--- config.mk ---
export PLATFORM = sky130hd
export DESIGN_NAME = uart_tx
export DESIGN_NICKNAME = d
export VERILOG_FILES = /design/src/rtl/uart_tx.sv
export SDC_FILE = /design/constraint.sdc
export NUM_CORES = 1
export LEC_CHECK = 0
export CAP_MARGIN = 25
export CORE_ASPECT_RATIO = 0.6
export CORE_MARGIN = 5
export CORE_UTILIZATION = 30
export CTS_CLUSTER_SIZE = 25
export DETAILED_ROUTE_END_ITERATION = 7
export DONT_BUFFER_PORTS = 1
export GPL_ROUTABILITY_DRIVEN = 0
export GPL_TIMING_DRIVEN = 0
export RECOVER_POWER = 100
export SLEW_MARGIN = 20
export SYNTH_ARGS = -nofsm -noshare
export SYNTH_HDL_FRONTEND = slang
export SYNTH_SLANG_ARGS = --single-unit
--- constraint.sdc ---
create_clock -name clk -period 4.3 [get_ports clk]
set_input_delay 0.86 -clock clk [delete_from_list [all_inputs] [get_ports clk]]
set_output_delay 0.86 -clock clk [all_outputs]
set_load 0.01 [all_outputs]
--- src/rtl/uart_tx.sv ---
// ============================================================================
//  Module      : uart_tx
//  Description : Double-buffered UART transmitter. A holding register accepts
//                characters from the host while the shift register serialises
//                the previous one. Bit timing comes from a 16x baud enable;
//                frame format (5-8 data bits, optional odd/even parity, one
//                or two stop bits) is latched at the start of each frame.
//  Revision    : 1.0 - initial release
// ============================================================================
`default_nettype none

module uart_tx (
    input  logic       clk,
    input  logic       rst,
    input  logic       brgCLKEN,
    input  logic [1:0] txLEN,
    input  logic       txPARE,
    input  logic       txPARO,
    input  logic       txSTOP,
    input  logic [7:0] txDATA,
    input  logic       txLOAD,
    output logic       txOUT,
    output logic       txEMPTY,
    output logic       txBUSY
);

    localparam logic [2:0] c_IDLE   = 3'd0;
    localparam logic [2:0] c_START  = 3'd1;
    localparam logic [2:0] c_DATA   = 3'd2;
    localparam logic [2:0] c_PARITY = 3'd3;
    localparam logic [2:0] c_STOP1  = 3'd4;
    localparam logic [2:0] c_STOP2  = 3'd5;

    logic [2:0] r_state;
    logic [7:0] r_hold;
    logic       r_empty;
    logic [7:0] r_shift;
    logic [1:0] r_len;
    logic       r_pare;
    logic       r_paro;
    logic       r_stop;
    logic [3:0] r_timer;
    logic [2:0] r_bitcnt;
    logic       r_par;
    logic       r_out;

    logic       w_bit_end;
    logic       w_last_data;
    logic       w_par_next;

    // A bit period closes on the 16th baud enable of that bit.
    assign w_bit_end   = brgCLKEN && (r_timer == 4'd15);
    // The last data bit index is character length minus one (len code + 4).
    assign w_last_data = (r_bitcnt == ({1'b0, r_len} + 3'd4));
    // Running parity including the data bit now finishing.
    assign w_par_next  = r_par ^ r_shift[0];

    // Holding register, frame sequencing and the registered serial output.
    always_ff @(posedge clk) begin
        if (rst) begin
            r_state  <= c_IDLE;
            r_hold   <= 8'h00;
            r_empty  <= 1'b1;
            r_shift  <= 8'h00;
            r_len    <= 2'd0;
            r_pare   <= 1'b0;
            r_paro   <= 1'b0;
            r_stop   <= 1'b0;
            r_timer  <= 4'd0;
            r_bitcnt <= 3'd0;
            r_par    <= 1'b0;
            r_out    <= 1'b1;
        end else begin
            // Loads are only taken while the holding register is empty.
            if (txLOAD && r_empty) begin
                r_hold  <= txDATA;
                r_empty <= 1'b0;
            end

            case (r_state)
                c_IDLE: begin
                    r_out <= 1'b1;
                    // Start immediately; the bit timer is aligned to this edge.
                    if (!r_empty) begin
                        r_shift  <= r_hold;
                        r_len    <= txLEN;
                        r_pare   <= txPARE;
                        r_paro   <= txPARO;
                        r_stop   <= txSTOP;
                        r_empty  <= 1'b1;
                        r_timer  <= 4'd0;
                        r_bitcnt <= 3'd0;
                        r_par    <= 1'b0;
                        r_state  <= c_START;
                        r_out    <= 1'b0;
                    end
                end
                default: begin
                    if (brgCLKEN) begin
                        r_timer <= r_timer + 4'd1;
                    end
                    if (w_bit_end) begin
                        case (r_state)
                            c_START: begin
                                r_state <= c_DATA;
                                r_out   <= r_shift[0];
                            end
                            c_DATA: begin
                                r_shift <= {1'b0, r_shift[7:1]};
                                r_par   <= w_par_next;
                                if (w_last_data) begin
                                    if (r_pare) begin
                                        r_state <= c_PARITY;
                                        r_out   <= w_par_next ^ r_paro;
                                    end else begin
                                        r_state <= c_STOP1;
                                        r_out   <= 1'b1;
                                    end
                                end else begin
                                    r_bitcnt <= r_bitcnt + 3'd1;
                                    r_out    <= r_shift[1];
                                end
                            end
                            c_PARITY: begin
                                r_state <= c_STOP1;
                                r_out   <= 1'b1;
                            end
                            c_STOP1: begin
                                r_state <= r_stop ? c_STOP2 : c_IDLE;
                                r_out   <= 1'b1;
                            end
                            default: begin
                                // STOP2 and any unused encoding return to idle.
                                r_state <= c_IDLE;
                                r_out   <= 1'b1;
                            end
                        endcase
                    end
                end
            endcase
        end
    end

    assign txOUT   = r_out;
    assign txEMPTY = r_empty;
    assign txBUSY  = (r_state != c_IDLE);

endmodule

`default_nettype wire

==> results, run 1 <==
- Leaving out filler cells and counting taps, the final layout contains 278.
- Of the post-synthesis cell area, the part taken by muxes is 1.18%.
- The number of hold-slack violations in the final timing report came to 0.
- The combinational cell fraction of total power is 13.3%.
- After synthesis, the mean cell area works out to 8.41 um2.
- The synthesized netlist cell count is 201.
- The TritonCTS clock tree is yes.
- The fraction of registers with async set/reset is 0%.
- In this run the tightest slew margin relative to its limit is 0.179%.
- The area of all placed cells without fillers is 0.00184 mm2.
- The global router's overall resource usage is 12.0%.
- Broken down by cell family, the worst path's largest delay share belongs to buffers and inverters.
- The detailed placer's ending HPWL is 2980 um.
- The worst setup path is captured at an output port.
- The synthesized netlist devotes 29.1% of its cell area to simple gates.
- The global-route wire length before repair is 6640 um.
- For this design the ratio of total power to cell area is 375 mW/mm2.
- Entering global routing, the biggest net connects 11 pins.
- The relative contribution of the clock network to total power is 36.5%.
- In this design, the critical path's most frequently occurring cell is clkbuf_1.
- The root buffer cell chosen for the clock tree is clkbuf_8.
- The initial antenna violation count is 0.
- The number of buffers on the longest clock path is 2.
- The count of max-cap constraint violations is 1.
- The count of unresolved DRC violations after routing is 0.
- The overall die height is 68.1 um.
- OpenSTA, run right after detailed placement, puts the worst setup slack at 2.10 ns.
- The slowest stage cell on the critical path is nor3_1.
- The internal power summed over all cells is 0.494 mW.
- The sequential-to-total area share from yosys stat is 40.3%.
- Adding up every negative setup slack in the final design gives 0 ns.
- The number of vias in the routed layout is 1450.
- The fraction of power spent switching nets is 28.3%.
- Summing all placed instances gives a cell area of 0.00178 mm2.
- The mapped cell area is 0.00169 mm2.
- The filler cell count in the final layout is 587.
- The data arrival at the endpoint of the critical path is 1.99 ns.
- The element type at the critical path start is a register.
- IR analysis of the VDD net gives a maximum drop of 0.103 mV.
- Before antenna repair, the detailed router went through 4 iterations.
- The routed design has 4040 um of wire.
- In this run, flip-flops and latches consume 50.2% of the power.
- Relative to the synthesized area, the layout overhead comes to 8.88%.
- The origin of the critical flop-to-flop path is r_state[1].
- The most critical setup path has its startpoint at r_state[2].
- The final layout net count is 227.
- Summed over all nets, the switching power comes to 0.195 mW.
- The via count of the first global-routing pass was 1266.
- At the pin with the least slew margin, the transition time is 1.48 ns.
- In the routed layout, each cell is associated on average with a via count of 5.22.
- The die is 107 um wide.
- The post-route netlist has 8.61% of its cells at a drive strength greater than 1.
- The XOR/XNOR share of the synthesized area is 2.07%.
- Clock skew on the completed layout was measured at 0.00410 ns.
- Setup repair after global routing left no endpoint under its margin.
- The number of buffers created by CTS is 5.
- The synthesized design devotes to its leading area cell type 40.3% of total area.
- After detailed routing, the average wire length per cell comes to 14.5 um.
- The checks that failed: capacitance limit.
- The number of buffers inserted to repair setup after CTS is 0.
- The full die area is 0.00729 mm2.
- The required time at the endpoint of the critical path is 3.44 ns.
- The startpoint of the worst hold path is r_hold[0].
- The arithmetic-cell share of the synthesized area counting full adders, half adders and majority gates is 1.48%.
- After layout, the minimum clock period comes to 2.85 ns.
- Clock-pin slew was measured on the worst setup and hold paths at 0.07 ns.
- The maximum net fanout on the critical path is 10.
- The number of flops mapped to enable cells by yosys is 0.
- Ranked by total cell area, the synthesized netlist is headed by dfxtp_1 (40%), nand2_1 (8.4%), a21oi_1 (7.1%).
- During synthesis, Yosys emitted a total of 0 warnings.
- The number of gates resized after CTS was 0.
- The clock net in this run drives a total of 34 sinks.
- The I/O pin count is 20.
- The number of buffer and inverter instances along the worst setup path is 3.
- The combinational family with the most area after synthesis is simple AND/OR/NAND/NOR gates.
- The worst setup path is of the reg2out kind.
- The run finished, with violations left.
- Buffers inserted to repair hold after CTS numbered 0.
- The class of the tightest hold or removal check is reg2reg.
- Global routing finished with a remaining overflow of 0.
- Summing the areas of all compound-gate instances in the mapped netlist gives 20.6% of the synthesized area.
- The cell taking the most area after synthesis is dfxtp_1.
- The stage delay of the slowest cell on the critical path is 0.56 ns.
- The floorplan step defined a core boundary enclosing 0.00552 mm2.
- The number of flip-flops and latches in the synthesized netlist is 34.
- The detailed router finished its first iteration with 76 violations.
- The signal on the critical path passes through clkbuf_1, nor3_1, inv_1, clkbuf_1.
- The count of buffers added on input and output ports is 0.
- The final antenna diode count is 0.
- The initial utilization of the core area, before any placement, comes to 30.6%.
- The final-report max-slew violation count is 0.
- The number of setup violations in the final report is 0.
- The number of nets handed over by synthesis was 220.
- The maximum level of the CTS H-tree is 2.
- The final critical path takes up 66.3% of the cycle.
- At the later pin of the worst-skew pair, clock insertion delay measures 0.30 ns.
- The highest clock rate is 351 MHz.
- For this run, the leading register cell type out of synthesis is dfxtp_1.
- The count of antenna-violating nets left after detailed routing is 0.
- Counting tap cells, the placed design contains a total of 270 instances.
- In this run the static leakage power is 0.615 nW.
- The worst path setup slack after routing is 1.45 ns.
- In this run the core area contains 21 standard-cell rows.
- The synthesized netlist contains 46 unique library cells.
cell usage after synthesis (2+ instances only):
master	instances
a31oi_1	2
ha_1	2
nor2_1	14
a21oi_1	24
mux2i_1	2
clkbuf_1	6
xnor2_1	4
o21ai_1	2
nor3b_1	4
nor4_1	2
and3_1	2
nand3_1	9
a311oi_2	4
nand4b_1	2
nor3_1	2
inv_1	4
o21ai_0	6
nand3b_1	3
dfxtp_1	34
nand2_1	38
nand4_1	2
a311oi_1	5
buf_4	3
buf_2	3
sequential cells by signal, summed over array words and instances (netlist names):
signal    cells
r_pare        1
r_len         2
r_par         1
r_shift       8
txOUT         1
r_state       3
r_stop        1
r_bitcnt      3
txEMPTY       1
r_timer       4
r_hold        8
r_paro        1
cell type report:
| class | instances | area, um2 | area share [%] |
|---|---|---|---|
| multi-input cells | 149 | 900 | 48.9 |
| flip-flops and latches | 34 | 681 | 37.0 |
| clock buffers | 7 | 86.3 | 4.69 |
| well taps | 69 | 86.3 | 4.69 |
| plain buffers | 13 | 63.8 | 3.47 |
| inverters | 5 | 18.8 | 1.02 |
| clock inverters | 1 | 5.00 | 0.272 |
cells by family (layout without fill, tap and decap cells):
kind of cell    Yosys count  count (layout)
fa+ha+maj                 2               2
simple gates             91              91
flops                    34              34
xor+xnor                  4               4
mux                       2               2
buf+inv                  18              26
compound gates           50              50
per-stage QoR:
stage	hold slack (ns)	total power, mW	utilization (%)
6_report	0.460	0.689	33.4
5_1_grt	0.477	0.726	33.4
4_1_cts	0.461	0.696	33.9
3_5_place_dp	0.450	0.447	32.2
3_3_place_gp	0.445	0.446	32.2
2_1_floorplan	0.437	0.424	-
layout by cell type (no fill, tap or decap), types with 2 or more instances in the layout:
| cell type | count |
|---|---|
| nor3b_1 | 4 |
| a21oi_1 | 24 |
| clkbuf_1 | 11 |
| nor2_1 | 14 |
| nand3b_1 | 3 |
| and3_1 | 2 |
| nand2_1 | 38 |
| a31oi_1 | 2 |
| xnor2_1 | 4 |
| nor3_1 | 3 |
| inv_1 | 5 |
| nand3_1 | 9 |
| o21ai_1 | 2 |
| clkbuf_8 | 6 |
| nor4_1 | 3 |
| a311oi_1 | 5 |
| nand4b_1 | 2 |
| mux2i_1 | 2 |
| nand4_1 | 2 |
| a311oi_2 | 4 |
| o21ai_0 | 6 |
| dfxtp_1 | 34 |
| buf_4 | 2 |
| ha_1 | 2 |
worst paths after layout:
check                end  slack, ns  cells past startpoint
min            r_hold[0]       0.46                      2
max               txBUSY       1.45                      4
max reg2reg  r_bitcnt[2]       1.99                      5
min reg2reg    r_hold[0]       0.46                      2
worst register-to-register path: stages (launching register included):
cell	delay, ns
dfxtp_1	0.39
clkbuf_1	0.24
nor4_1	1.25
nor2_1	0.12
nand2_1	0.12
mux2i_1	0.07
power by group through the flow:
stage	clock network [mW]	registers, mW	logic (mW)
after detailed placement	0	0.354	0.0934
after global routing	0.274	0.349	0.104
after global placement	0	0.354	0.0926
after CTS	0.256	0.347	0.0937
after floorplan	0	0.350	0.0740
final	0.252	0.346	0.0914
routing by layer:
| metal | up-vias | wire, um | track usage (%) |
|---|---|---|---|
| met2 | 34 | 1610 | 16.4 |
| met5 | - | 0 | 0 |
| met1 | 676 | 2110 | 17.4 |
| li1 | 733 | - | - |
| met4 | 0 | 44 | 2.87 |
| met3 | 7 | 271 | 4.81 |
Note: power is estimated with default switching activity, not from simulation.
==> run 2: changes to the inputs <==
==> constraint.sdc (replaced) <==
create_clock -name clk -period 2.7 [get_ports clk]
set_input_delay 0.54 -clock clk [delete_from_list [all_inputs] [get_ports clk]]
set_output_delay 0.54 -clock clk [all_outputs]
set_load 0.01 [all_outputs]
==> results, run 2 (synthesis results as in run 1) <==
- The flow ran to the end, and the final reports show no timing, DRC or antenna violations.
- The final-report max-slew violation count was 0.
- The most common cell after layout, fill and taps aside is nand2_1.
- Along the worst hold path, the cell count comes to 2.
- The tree is rooted in a clkbuf_8.
- The repair_antennas step left the layout with diodes totalling 0.
- The area taken by flip-flops and latches is 681 um2.
- The number of vias in the routed layout is 1454.
- The total negative slack for setup checks is 0 ns.
- The total overflow left after global routing is 0.
- Once placement finished, the instance area stood at 0.00178 mm2.
- In this run, post-CTS repair resized a total of 0 instances.
- The critical path is of the reg2out type.
- The fraction of final layout cells sized beyond drive strength 1 is 10.0%.
- TritonCTS created 5 clock buffers.
- In the layout the commonest cells are nand2_1 (38), dfxtp_1 (34), a21oi_1 (24), nor2_1 (14).
- Across every metal layer, demand over resource in global routing totals 12.0%.
- The worst path needs 2.32 ns of the cycle, external delays included.
- Setup repair after global routing left no endpoint under its margin.
- For the worst setup path, the data required time is 2.16 ns.
- The clock drives 34 sinks.
- Port buffering added 0 buffers.
- The detailed placer's ending HPWL is 2980 um.
- After clock tree synthesis, the flow added hold-fix buffers numbering 0.
- The internal portion of the total power is 0.788 mW.
- The initial antenna violation count came to 0.
- After the last flow step, the layout net total stands at 227.
- The share of total power dissipated in sequential elements is 50.2%.
- Setup violations remaining at the end of the flow were counted as 0.
- The highest clock rate is 431 MHz.
- The I/O pin count is 20.
- From left edge to right edge, the die measures 107 um.
- The region available for standard cell placement spans 0.00552 mm2.
- For this block, the initial DRC count from the detailed router was 73.
- After detailed routing, the number of remaining DRC violations is 0.
- The later pin in the worst-skew pair is clocked with a latency of 0.29 ns.
- The worst hold path belongs to the class in2reg.
- The area of all placed cells without fillers is 0.00183 mm2.
- Before antenna repair, the detailed router went through 4 iterations.
- The measured slew at the worst slew-check pin is 0.864 ns.
- The initial core utilization is 30.6%.
- The via count of the first global-routing pass is 1266.
- The data arrival at the endpoint of the critical path is 1.78 ns.
- The fraction of power spent switching nets is 28.2%.
- Dividing the detail-routed via count by the number of cells gives 5.23.
- Clock skew on the completed layout was measured at 0.00490 ns.
- The share of total power dissipated in combinational logic is 13.3%.
- The largest net degree at the start of global routing is 11.
- Max-cap violations in this run came to 0.
- The reported leakage power is 0.614 nW.
- The largest registers in the layout are r_hold x8, r_shift x8, r_timer x4.
- The first global-routing pass estimated 6640 um of wire.
- The routed wirelength normalized by instance count is 14.4 um.
- Measured along the y axis, the die boundary spans 68.1 um.
- The worst-case hold slack is 0.371 ns.
- The number of hold-slack violations in the final timing report is 0.
- The initialized floorplan defines 21 standard-cell rows.
- CTS built an H-tree with a depth of 2.
- STA classifies the critical path endpoint as an output port.
- The worst path uses 85.9% of the clock period.
- In this run the power spent charging and discharging nets is 0.309 mW.
- IR analysis of the VDD net gives a maximum drop of 0.161 mV.
- The maximum net fanout on the critical path is 10.
- Measured against its own limit, the worst slew margin works out to 41.9%.
- For this design the ratio of total power to cell area is 598 mW/mm2.
- The combined area of the multi-input logic cells is 891 um2.
- The count of cells along the worst register-to-register path is 6.
- The element type at the critical path start is a register.
- In this run the deepest clock path goes through 2 buffers.
- For this block, the routed nets add up to 4000 um of wire.
- The clock input transition at the sequential cells of the worst setup and hold paths is 0.07 ns.
- The filler cells instantiated in the layout total 587.
- The layout overhead on the synthesized area is 8.51%.
- The floorplan step defined a die boundary enclosing 0.00729 mm2.
- The count of nets left with antenna violations once routing finished came out at 0.
- TritonCTS built the clock tree.
- Buffers added to address setup during post-CTS repair amount to 0.
- The relative contribution of the clock network to total power is 36.4%.
[run 2: cell types whose count changed in the layout (fill, tap and decap cells not counted), sizes merged]
| cell | change |
|---|---|
| buf | +2 |
| clkbuf | -2 |
[run 2: stage by stage]
step / instances / total power, mW / utilization, % / worst slack, ns
finish: 278 / 1.10 / 33.2 / 0.381
global route: 278 / 1.16 / 33.2 / 0.282
CTS: 278 / 1.11 / 33.9 / 0.595
detailed placement: 270 / 0.712 / 32.2 / 0.819
global placement: 270 / 0.711 / 32.2 / 0.824
floorplan: 201 / 0.675 / - / 1.02
[run 2: layout make-up]
cell class | count | share of cell area [%]
multi-input cells | 149 | 48.6
flip-flops and latches | 34 | 37.1
clock buffers | 7 | 4.71
well taps | 69 | 4.71
plain buffers | 13 | 3.62
inverters | 5 | 1.02
clock inverters | 1 | 0.273
[run 2: critical path: stages, from the launching register on]
cell     delay [ns]
dfxtp_1        0.31
buf_2          0.17
nor3_1         0.57
inv_2          0.17
buf_2          0.25
[run 2: worst paths after layout]
path              start          to  slack, ns
min reg2reg   r_hold[0]   r_hold[0]       0.46
max reg2reg  r_timer[0]  r_shift[3]       0.54
min              txSTOP      r_stop       0.37
max          r_state[2]      txBUSY       0.38
[run 2: power groups by stage]
stage | clock, mW | sequential [mW] | combinational (mW)
6_report | 0.400 | 0.551 | 0.146
5_1_grt | 0.436 | 0.555 | 0.166
3_5_place_dp | 0 | 0.564 | 0.149
3_3_place_gp | 0 | 0.563 | 0.147
4_1_cts | 0.407 | 0.552 | 0.149
2_1_floorplan | 0 | 0.557 | 0.118
[run 2: routing by layer]
metal / vias up / track usage, % / part of all wire (%)
li1: 732 / - / -
met1: 680 / 17.4 / 53
met2: 35 / 16.4 / 40
met3: 7 / 4.81 / 6.3
met4: 0 / 2.87 / 1.1
met5: - / 0 / 0
==> RTL edit (settings of run 2) <==
Reset style: asynchronous (`rst`), changed in one clocked block.
--- a/src/rtl/uart_tx.sv
+++ b/src/rtl/uart_tx.sv
@@ -57,5 +57,5 @@
 
     // Holding register, frame sequencing and the registered serial output.
-    always_ff @(posedge clk) begin
+    always_ff @(posedge clk or posedge rst) begin
         if (rst) begin
             r_state  <= c_IDLE;
Behaviour: differs if rst is asserted again (counterexample within 4 cycles, from zero or initial values and one cycle with rst high); with rst held inactive, the same outputs for 10 cycles.
==> RTL edit against run 2 <==
  * Sequential cell count stayed put
  * Sequential power is 24% higher
  * Largest power group unchanged
  * Clock power is 12% lower
  * Worst setup slack worse by 0.021 ns
  * Die area is 2.0% lower
  * Design area is 1.6% lower
  * Total power is 16% higher
  * Synthesized cell count is 20% lower
  * Hold slack worse by 0.0066 ns
  * Largest cell class is now sequential cells
  * Area after synthesis is 2.3% lower
  * Wire length is 17% lower
==> RTL edit: results (changes against run 2) <==
| Metric | Value |
|---|---|
| Post-Synthesis Net Count | `180 (was 220)` |
| Clock skew | `0.00572 ns (was 0.00490 ns)` |
| Outcome | `finished clean (unchanged)` |
| Async S/R FF share, synth | `1.00 (was 0)` |
| Mean Syn Cell Area | `10.3 sq um (was 8.41 sq um)` |
| Filler Cells Inserted | `551 (was 587)` |
| Crit path arrival time | `1.80 ns (was 1.78 ns)` |
| Total Wirelength | `3.33 mm (was 4.00 mm)` |
| Top post-synthesis cells by area | `dfrtp_1, nand2_1, mux2_2 (was dfxtp_1, nand2_1, a21oi_1)` |
| Via-per-instance ratio | `5.00 (was 5.23)` |
| Worst-path fanout max | `10 (unchanged)` |
| Comb_multi_in | `114 (was 149)` |
| Final core utilization | `0.347 (was 0.332)` |
| CTS H-tree lvls | `2 (unchanged)` |
| Largest registers | `r_hold (8), r_shift (8), r_timer (4) (unchanged)` |
| Post-synth top cells | `nand2_1, dfrtp_1, o21ai_0, mux2_2, nor2_1 (was nand2_1, dfxtp_1, a21oi_1, nor2_1, nand3_1)` |
| Vias in the first global route | `1103 (was 1266)` |
| Min-delay worst type | `input pin to register (unchanged)` |
| Clock buf/inv share | `0.0457 (was 0.0498)` |
| Slowest stage cell on the critical path | `nor3_2 (was nor3_1)` |
| Nets | `187 (was 227)` |
| Bufs on Longest Clock Path | `2 (unchanged)` |
| Initial antenna violation count | `0 (unchanged)` |
| Starting DRT DRC Count | `66 (was 73)` |
| Register area share after synthesis | `0.517 (was 0.403)` |
| All-Layer GR Usage | `0.103 (was 0.120)` |
| Hpwl dp | `2.44 mm (was 2.98 mm)` |
| Multi-input gate area in the final layout | `719 sq um (was 891 sq um)` |
| First-pass GRT wire length | `5.58 mm (was 6.64 mm)` |
| Crit path largest cell delay | `0.45 ns (was 0.57 ns)` |
| Cts repair resizes | `0 (unchanged)` |
| # clk buffers | `6 (was 7)` |
| Area occupied by registers | `853 sq um (was 681 sq um)` |
| Worst-margin pin slew | `1.29 ns (was 0.864 ns)` |
| Main synth FF type | `dfrtp_1 (was dfxtp_1)` |
| Inverters | `7 (was 5)` |
| Largest net degree at the start of global routing | `35 (was 11)` |
| Pre-CTS WS | `0.760 ns (was 0.819 ns)` |
| WL per Instance | `14.2 um (was 14.4 um)` |
| Placed cell count | `227 (was 270)` |
| Mapped Area | `1650 sq um (was 1690 sq um)` |
| Max VDD drop | `0.285 mV (was 0.161 mV)` |
| Non-clk buf share | `0.0229 (was 0.0362)` |
| P_leak | `0.000795 uW (was 0.000614 uW)` |
| Share of cells above drive strength 1 | `0.142 (was 0.100)` |
| P_int | `893 uW (was 788 uW)` |
| Bufs w/o clock | `6 (was 13)` |
| First-pass DRT Iterations | `4 (unchanged)` |
| # port buffers | `0 (unchanged)` |
| Synth unique cells | `44 (was 46)` |
[RTL edit: layer usage]
layer,part of all wire,track usage,up-vias,wire (um)
li1,-,-,579,-
met2,0.39,0.133,28,1310
met4,0.0081,0.0339,0,27
met1,0.52,0.150,565,1740
met3,0.075,0.0458,4,251
met5,0,0,-,0
[RTL edit: worst paths after layout]
check                                             from  cells past startpoint  slack, ns                       to
min in group asynchronous                          rst                      1       0.50    r_hold[7]$_DFFE_PP0P_
worst max-delay path            r_state[1]$_DFFE_PP0P_                      4       0.36                   txBUSY
max in group asynchronous                          rst                      1       1.42     r_len[0]$_DFFE_PP0P_
worst min register to register  r_timer[3]$_DFFE_PP0P_                      1       0.49   r_timer[3]$_DFFE_PP0P_
worst min-delay path                          txLEN[1]                      2       0.36     r_len[1]$_DFFE_PP0P_
worst max register to register  r_state[1]$_DFFE_PP0P_                      5       0.65  r_bitcnt[1]$_DFFE_PP0P_
[RTL edit: cell families (layout without fill, tap and decap cells)]
kind of cell,after synthesis,in the layout,share of synthesized area
AO/OA/AOI/OAI,35,35,0.156
XOR/XNOR,4,4,0.0212
adder cells (fa/ha/maj),2,2,0.0151
buffers and inverters,13,21,0.0432
flip-flops,34,34,0.517
multiplexers,10,10,0.0667
AND/OR/NAND/NOR,63,63,0.181
[RTL edit: power by group through the flow]
stage | clock [uW] | combinational (uW) | sequential, uW
floorplan | 0 | 206 | 672
global placement | 0 | 236 | 690
detailed placement | 0 | 243 | 693
CTS | 370 | 245 | 684
global route | 399 | 279 | 695
finish | 353 | 238 | 681
[RTL edit: critical path, delay by kind of cell (launching register included)]
kind                   cells  cell delay, ns
AND/OR/NAND/NOR            1            0.45
flip-flops                 1            0.37
buffers and inverters      3            0.69
